<file path="config.mk">
export PLATFORM = sky130hd
export DESIGN_NAME = program_loader
export DESIGN_NICKNAME = d
export VERILOG_FILES = /design/src/rtl/program_loader.sv
export SDC_FILE = /design/constraint.sdc
export NUM_CORES = 1
export LEC_CHECK = 0
export CORE_ASPECT_RATIO = 0.6
export CORE_MARGIN = 1
export CORE_UTILIZATION = 55
export CTS_BUF_LIST = sky130_fd_sc_hd__clkbuf_4
export CTS_CLUSTER_DIAMETER = 80
export DETAILED_ROUTE_END_ITERATION = 16
export GPL_TIMING_DRIVEN = 1
export MAX_ROUTING_LAYER = met4
export PLACE_DENSITY = 0.81
export SYNTH_ARGS = -nofsm -noshare
export SYNTH_HDL_FRONTEND = slang
export SYNTH_SLANG_ARGS = --single-unit
</file>
<file path="constraint.sdc">
create_clock -name clk -period 4.8 [get_ports clk]
set_clock_uncertainty 0.15 [all_clocks]
set_input_delay 1.44 -clock clk [delete_from_list [all_inputs] [get_ports clk]]
set_output_delay 1.44 -clock clk [all_outputs]
set_load 0.03 [all_outputs]
</file>
<file path="src/rtl/program_loader.sv">
// -----------------------------------------------------------------------------
// program_loader
//
// Streams a program image into instruction memory while the CPU fetch unit is
// held. The source stream carries a two-word header (base address, length in
// words), then the payload words. Each accepted payload word is written one
// cycle later to base + k. Once the last write strobe has gone out, a single
// FINISH cycle redirects fetch to the base address and reports completion.
// A length above MAX_WORDS aborts the session with a sticky error flag.
//
// Parameters
//   MAX_WORDS    largest accepted program length in words
//   ADDR_W       width of write_addr (must be at least 16)
//
// Ports
//   clk          single clock, all state changes on its rising edge
//   rst          asynchronous, active-low reset
//   start        one-cycle session request, sampled only while idle
//   in_valid     source presents a word on in_data
//   in_data      16-bit stream word (header or payload)
//   in_ready     loader accepts in_data this cycle
//   write_enable instruction-memory write strobe, one cycle per payload word
//   write_addr   instruction-memory word address
//   write_data   instruction-memory write data
//   cpu_hold     fetch PC frozen while a session is in progress
//   jump_signal  one-cycle fetch redirect to the loaded program
//   jump_to      redirect target, valid while jump_signal is high
//   load_done    one-cycle pulse on successful completion
//   load_err     sticky length error, cleared by the next accepted start
// -----------------------------------------------------------------------------
module program_loader #(
  parameter int MAX_WORDS = 1024,
  parameter int ADDR_W    = 32
) (
  input  logic              clk,
  input  logic              rst,
  input  logic              start,
  input  logic              in_valid,
  input  logic [15:0]       in_data,
  output logic              in_ready,
  output logic              write_enable,
  output logic [ADDR_W-1:0] write_addr,
  output logic [15:0]       write_data,
  output logic              cpu_hold,
  output logic              jump_signal,
  output logic [15:0]       jump_to,
  output logic              load_done,
  output logic              load_err
);

  typedef enum logic [2:0] {
    ST_IDLE     = 3'd0,
    ST_HDR_ADDR = 3'd1,
    ST_HDR_LEN  = 3'd2,
    ST_LOAD     = 3'd3,
    ST_FINISH   = 3'd4
  } state_t;

  localparam logic [31:0] MAX_LEN = 32'(MAX_WORDS);

  state_t            state_r;
  logic [ADDR_W-1:0] base_r;
  logic [15:0]       len_r;
  logic [15:0]       count_r;
  logic              in_ready_r;
  logic              write_enable_r;
  logic [ADDR_W-1:0] write_addr_r;
  logic [15:0]       write_data_r;
  logic              cpu_hold_r;
  logic              jump_signal_r;
  logic [15:0]       jump_to_r;
  logic              load_done_r;
  logic              load_err_r;

  logic accept_s;
  logic last_word_s;
  logic too_long_s;

  assign accept_s    = in_valid && in_ready_r;
  // count_r holds the number of payload words already accepted
  assign last_word_s = ((count_r + 16'd1) == len_r);
  assign too_long_s  = ({16'd0, in_data} > MAX_LEN);

  assign in_ready     = in_ready_r;
  assign write_enable = write_enable_r;
  assign write_addr   = write_addr_r;
  assign write_data   = write_data_r;
  assign cpu_hold     = cpu_hold_r;
  assign jump_signal  = jump_signal_r;
  assign jump_to      = jump_to_r;
  assign load_done    = load_done_r;
  assign load_err     = load_err_r;

  // Session FSM with all outputs registered
  always_ff @(posedge clk or negedge rst) begin
    if (!rst) begin
      state_r        <= ST_IDLE;
      base_r         <= '0;
      len_r          <= 16'd0;
      count_r        <= 16'd0;
      in_ready_r     <= 1'b0;
      write_enable_r <= 1'b0;
      write_addr_r   <= '0;
      write_data_r   <= 16'd0;
      cpu_hold_r     <= 1'b0;
      jump_signal_r  <= 1'b0;
      jump_to_r      <= 16'd0;
      load_done_r    <= 1'b0;
      load_err_r     <= 1'b0;
    end else begin
      // Strobes are single-cycle unless re-asserted below
      write_enable_r <= 1'b0;
      jump_signal_r  <= 1'b0;
      load_done_r    <= 1'b0;

      case (state_r)
        ST_IDLE: begin
          if (start) begin
            state_r    <= ST_HDR_ADDR;
            cpu_hold_r <= 1'b1;
            load_err_r <= 1'b0;
            in_ready_r <= 1'b1;
          end else begin
            state_r    <= ST_IDLE;
          end
        end

        ST_HDR_ADDR: begin
          if (accept_s) begin
            base_r  <= ADDR_W'(in_data);
            state_r <= ST_HDR_LEN;
          end else begin
            state_r <= ST_HDR_ADDR;
          end
        end

        ST_HDR_LEN: begin
          if (accept_s) begin
            len_r   <= in_data;
            count_r <= 16'd0;
            if (in_data == 16'd0) begin
              // Empty program: redirect straight away, nothing to write
              state_r       <= ST_FINISH;
              in_ready_r    <= 1'b0;
              jump_signal_r <= 1'b1;
              load_done_r   <= 1'b1;
              jump_to_r     <= base_r[15:0];
            end else if (too_long_s) begin
              state_r    <= ST_IDLE;
              in_ready_r <= 1'b0;
              cpu_hold_r <= 1'b0;
              load_err_r <= 1'b1;
            end else begin
              state_r    <= ST_LOAD;
            end
          end else begin
            state_r <= ST_HDR_LEN;
          end
        end

        ST_LOAD: begin
          if (accept_s) begin
            write_enable_r <= 1'b1;
            write_data_r   <= in_data;
            write_addr_r   <= base_r + ADDR_W'(count_r);
            count_r        <= count_r + 16'd1;
            if (last_word_s) begin
              in_ready_r <= 1'b0;
            end else begin
              in_ready_r <= 1'b1;
            end
          end else if (!in_ready_r) begin
            // Last word was taken on the previous edge and its strobe is
            // now completing, so FINISH starts after it.
            state_r       <= ST_FINISH;
            jump_signal_r <= 1'b1;
            load_done_r   <= 1'b1;
            jump_to_r     <= base_r[15:0];
          end else begin
            state_r <= ST_LOAD;
          end
        end

        ST_FINISH: begin
          state_r    <= ST_IDLE;
          cpu_hold_r <= 1'b0;
          in_ready_r <= 1'b0;
        end

        default: begin
          state_r    <= ST_IDLE;
          in_ready_r <= 1'b0;
          cpu_hold_r <= 1'b0;
        end
      endcase
    end
  end

endmodule

</file>
==> flow_summary.yaml <==
status:
  status: "completed"
floorplanning:
  core_mm2: 0.01005
  initial_core_util_pct: 57.67
  die_x_um: 134.6
  die_y_um: 81.53
  dieArea_mm2: 0.01097
  rows: 28
  ios: 90
clock_tree:
  path_clk_slew_ns: 0.16
  insertion_delay_ns: 0.48
  clock_path_buffers: 2
  cts.htree.levels: 3
  cts_resized: 0
  cts_tree: "built"
  cts_root_buf: "clkbuf_4"
  hold_buffers: 0
  numCtsBuffers: 9
  cts_setup_buffers: 0
  cts.sinks: 105
setup_path:
  worstPathMaxFanout: 17
  crit_start: "in_data[4]"
  startpoint_type: "input port"
  critPathKind: "in -> reg"
  critPathMaxStageDelay_ns: 0.47
  cpMaxStageDelayCell: "clkdlybuf4s50_1"
  arrival_ns: 3.76
  required_ns: 5.01
  worstPathCellList: "clkdlybuf4s50_1 -> nor4_1 -> nand3_1 -> nand3b_1 -> o22ai_2 -> buf_4 -> mux2_2"
  end_kind: "register"
  r2r_start: "count_r[1]$_DFFE_PN0P_"
  ff2ff_setup_slack_ns: 1.89
  rr_worst_depth: 7
pwr:
  switching_share_pct: 45.53
  power_frac_seq_pct: 37.0
  power_frac_comb_pct: 53.5
  ir_drop_mv: 0.3546
  switchingPower_uw: 2045
  p_int_uw: 2446
  leakage_uw: 0.002911
  powerDensity_mw_per_mm2: 672.8
  clkPwrFrac_pct: 9.5
routing:
  via_per_inst: 6.086
  postRouteWirelength_mm: 14.28
  drc: 0
  wl_per_cell_um: 18.05
  drt-initial-drc-count: 557
  dr.pass1.iters: 6
  postRouteAntennaNets: 0
  num_vias: 4814
finish:
  final_area_mm2: 0.006675
  multiInputGateArea_mm2: 0.002917
  nNetsFinal: 689
  diodes: 0
  utilization_pct: 66.39
  seq_area_mm2: 0.002628
  drive_gt1_share_pct: 13.26
  fill_cells: 760
  area.growth.synth_to_final_pct: 15.13
placed_design:
  dp_worst_setup_slack_ns: 0.7866
  placed_area_mm2: 0.006553
  io_buffers: 74
  finalWeightedCongestion: 0.9016
  hpwl_mm: 10.49
hold_path:
  hold_class: "reg -> reg"
  min_path_cells: 2
  holdCritStartpoint: "write_data[8]$_DFFE_PN0P_"
logic_synthesis:
  yosys.area.top_type: "dfrtp_1"
  ys.flop_type: "dfrtp_1"
  synth_commonest_cells: "dfrtp_1 (105), nand2_1 (97), mux2_2 (49)"
  synth_cell_types: 61
  ys_seq_elements: 105
  postSynthAreaPerCell_um2: 9.877
  synth_top_area_share_pct: 45.32
  synth_area_mm2: 0.005798
  synth_most_common_cell: "dfrtp_1"
  synth_edf_count: 0
  ys_warn_count: 0
  synthTopCellsByArea: "dfrtp_1 (45%), mux2_2 (9.5%), nand2_1 (6.3%)"
  synthArstFlopShare_pct: 100.0
  seq_area_frac_synth_pct: 45.32
  netlist_instances: 587
sta:
  period_needed_ns: 3.550
  tightest_slew_ns: 0.9315
  setup_ws_ns: 1.250
  setup_viol: 0
  finalHoldViolCount: 0
  max_freq_mhz: 281.7
  fin_setup_tns_ns: 0
  maxSlewHeadroom_pct: 37.90
  drv_slew: 0
  rsz0062_at_grt: "false"
  whs_ns: 0.3494
  post-route-period-util_pct: 73.96
global_routing:
  grt.total_usage_pct: 28.94
  antenna_found_initial: 0
  grt_pass1_wl_mm: 23.41
  gr-total-overflow: 0
  grt_pass1_vias: 4553
  grt_max_degree: 76
flow_run:
  max_cap_viol_count: 0
[per-layer routing]
layer | vias up | routed length, um | global-route usage (%)
li1 | 2195 | - | -
met1 | 2333 | 6809 | 41.06
met2 | 259 | 5951 | 41.24
met3 | 27 | 1275 | 6.852
met4 | 0 | 239 | 8.427
met5 | - | 0 | -
[final cells by class]
type | count | area share (%)
clock buffers | 11 | 1.237
well taps | 135 | 2.530
repair buffers | 83 | 12.07
multi-input cells | 443 | 43.69
clock inverters | 5 | 0.5998
flip-flops and latches | 105 | 39.36
inverters | 9 | 0.5061
[through the flow]
step,cells,power (uW)
after detailed placement,775,4045
after global placement,775,3961
after global routing,791,4778
final,791,4491
after floorplan,601,3208
after CTS,791,4470
[critical path, delay by kind of cell]
| family | cells | cell delay, ns |
|---|---|---|
| mux | 1 | 0.38 |
| simple gates | 3 | 0.95 |
| buf+inv | 2 | 0.80 |
| compound gates | 1 | 0.18 |
[kinds of logic after synthesis]
family / synth area share (%)
buf+inv: 5.287
flops: 45.32
fa+ha+maj: 4.014
simple gates: 17.57
other cells: 0.06468
xor+xnor: 4.078
compound gates: 12.78
mux: 10.90
[state kept, by name, summed over array words and instances, names as in the netlist]
name,flops
base_r,16
count_r,16
jump_to,16
state_r,3
load_err,1
cpu_hold,1
load_done,1
len_r,16
write_enable,1
write_data,16
write_addr,17
in_ready,1
[power by group through the flow]
stage	clock (uW)	combinational (uW)	sequential (uW)
final	427	2400	1660
after detailed placement	0	2380	1670
after global placement	0	2310	1650
after CTS	433	2390	1650
after floorplan	0	1290	1920
after global routing	468	2600	1710
[cell usage in the layout (no fill, tap or decap), types with 8 or more instances in the layout]
cell / n
dfrtp_1: 105
nand2_1: 97
clkdlybuf4s50_1: 73
mux2_2: 49
o21ai_0: 35
nor2_1: 26
a21oi_1: 24
nand3_1: 18
ha_1: 17
xnor2_1: 16
nor3_1: 15
conb_1: 15
a211oi_1: 11
xor2_1: 11
clkbuf_4: 11
buf_4: 10
inv_1: 8
mux2i_1: 8
[worst paths after layout]
kind	end
setup / recovery	jump_to[12]$_DFFE_PN0P_
hold / removal	write_data[8]$_DFFE_PN0P_
setup reg to reg	in_ready$_DFFE_PN0P_
hold reg to reg	write_data[8]$_DFFE_PN0P_
max in group asynchronous	jump_to[10]$_DFFE_PN0P_
min in group asynchronous	write_addr[16]$_DFFE_PN0P_
Note: power is estimated with default switching activity, not from simulation.
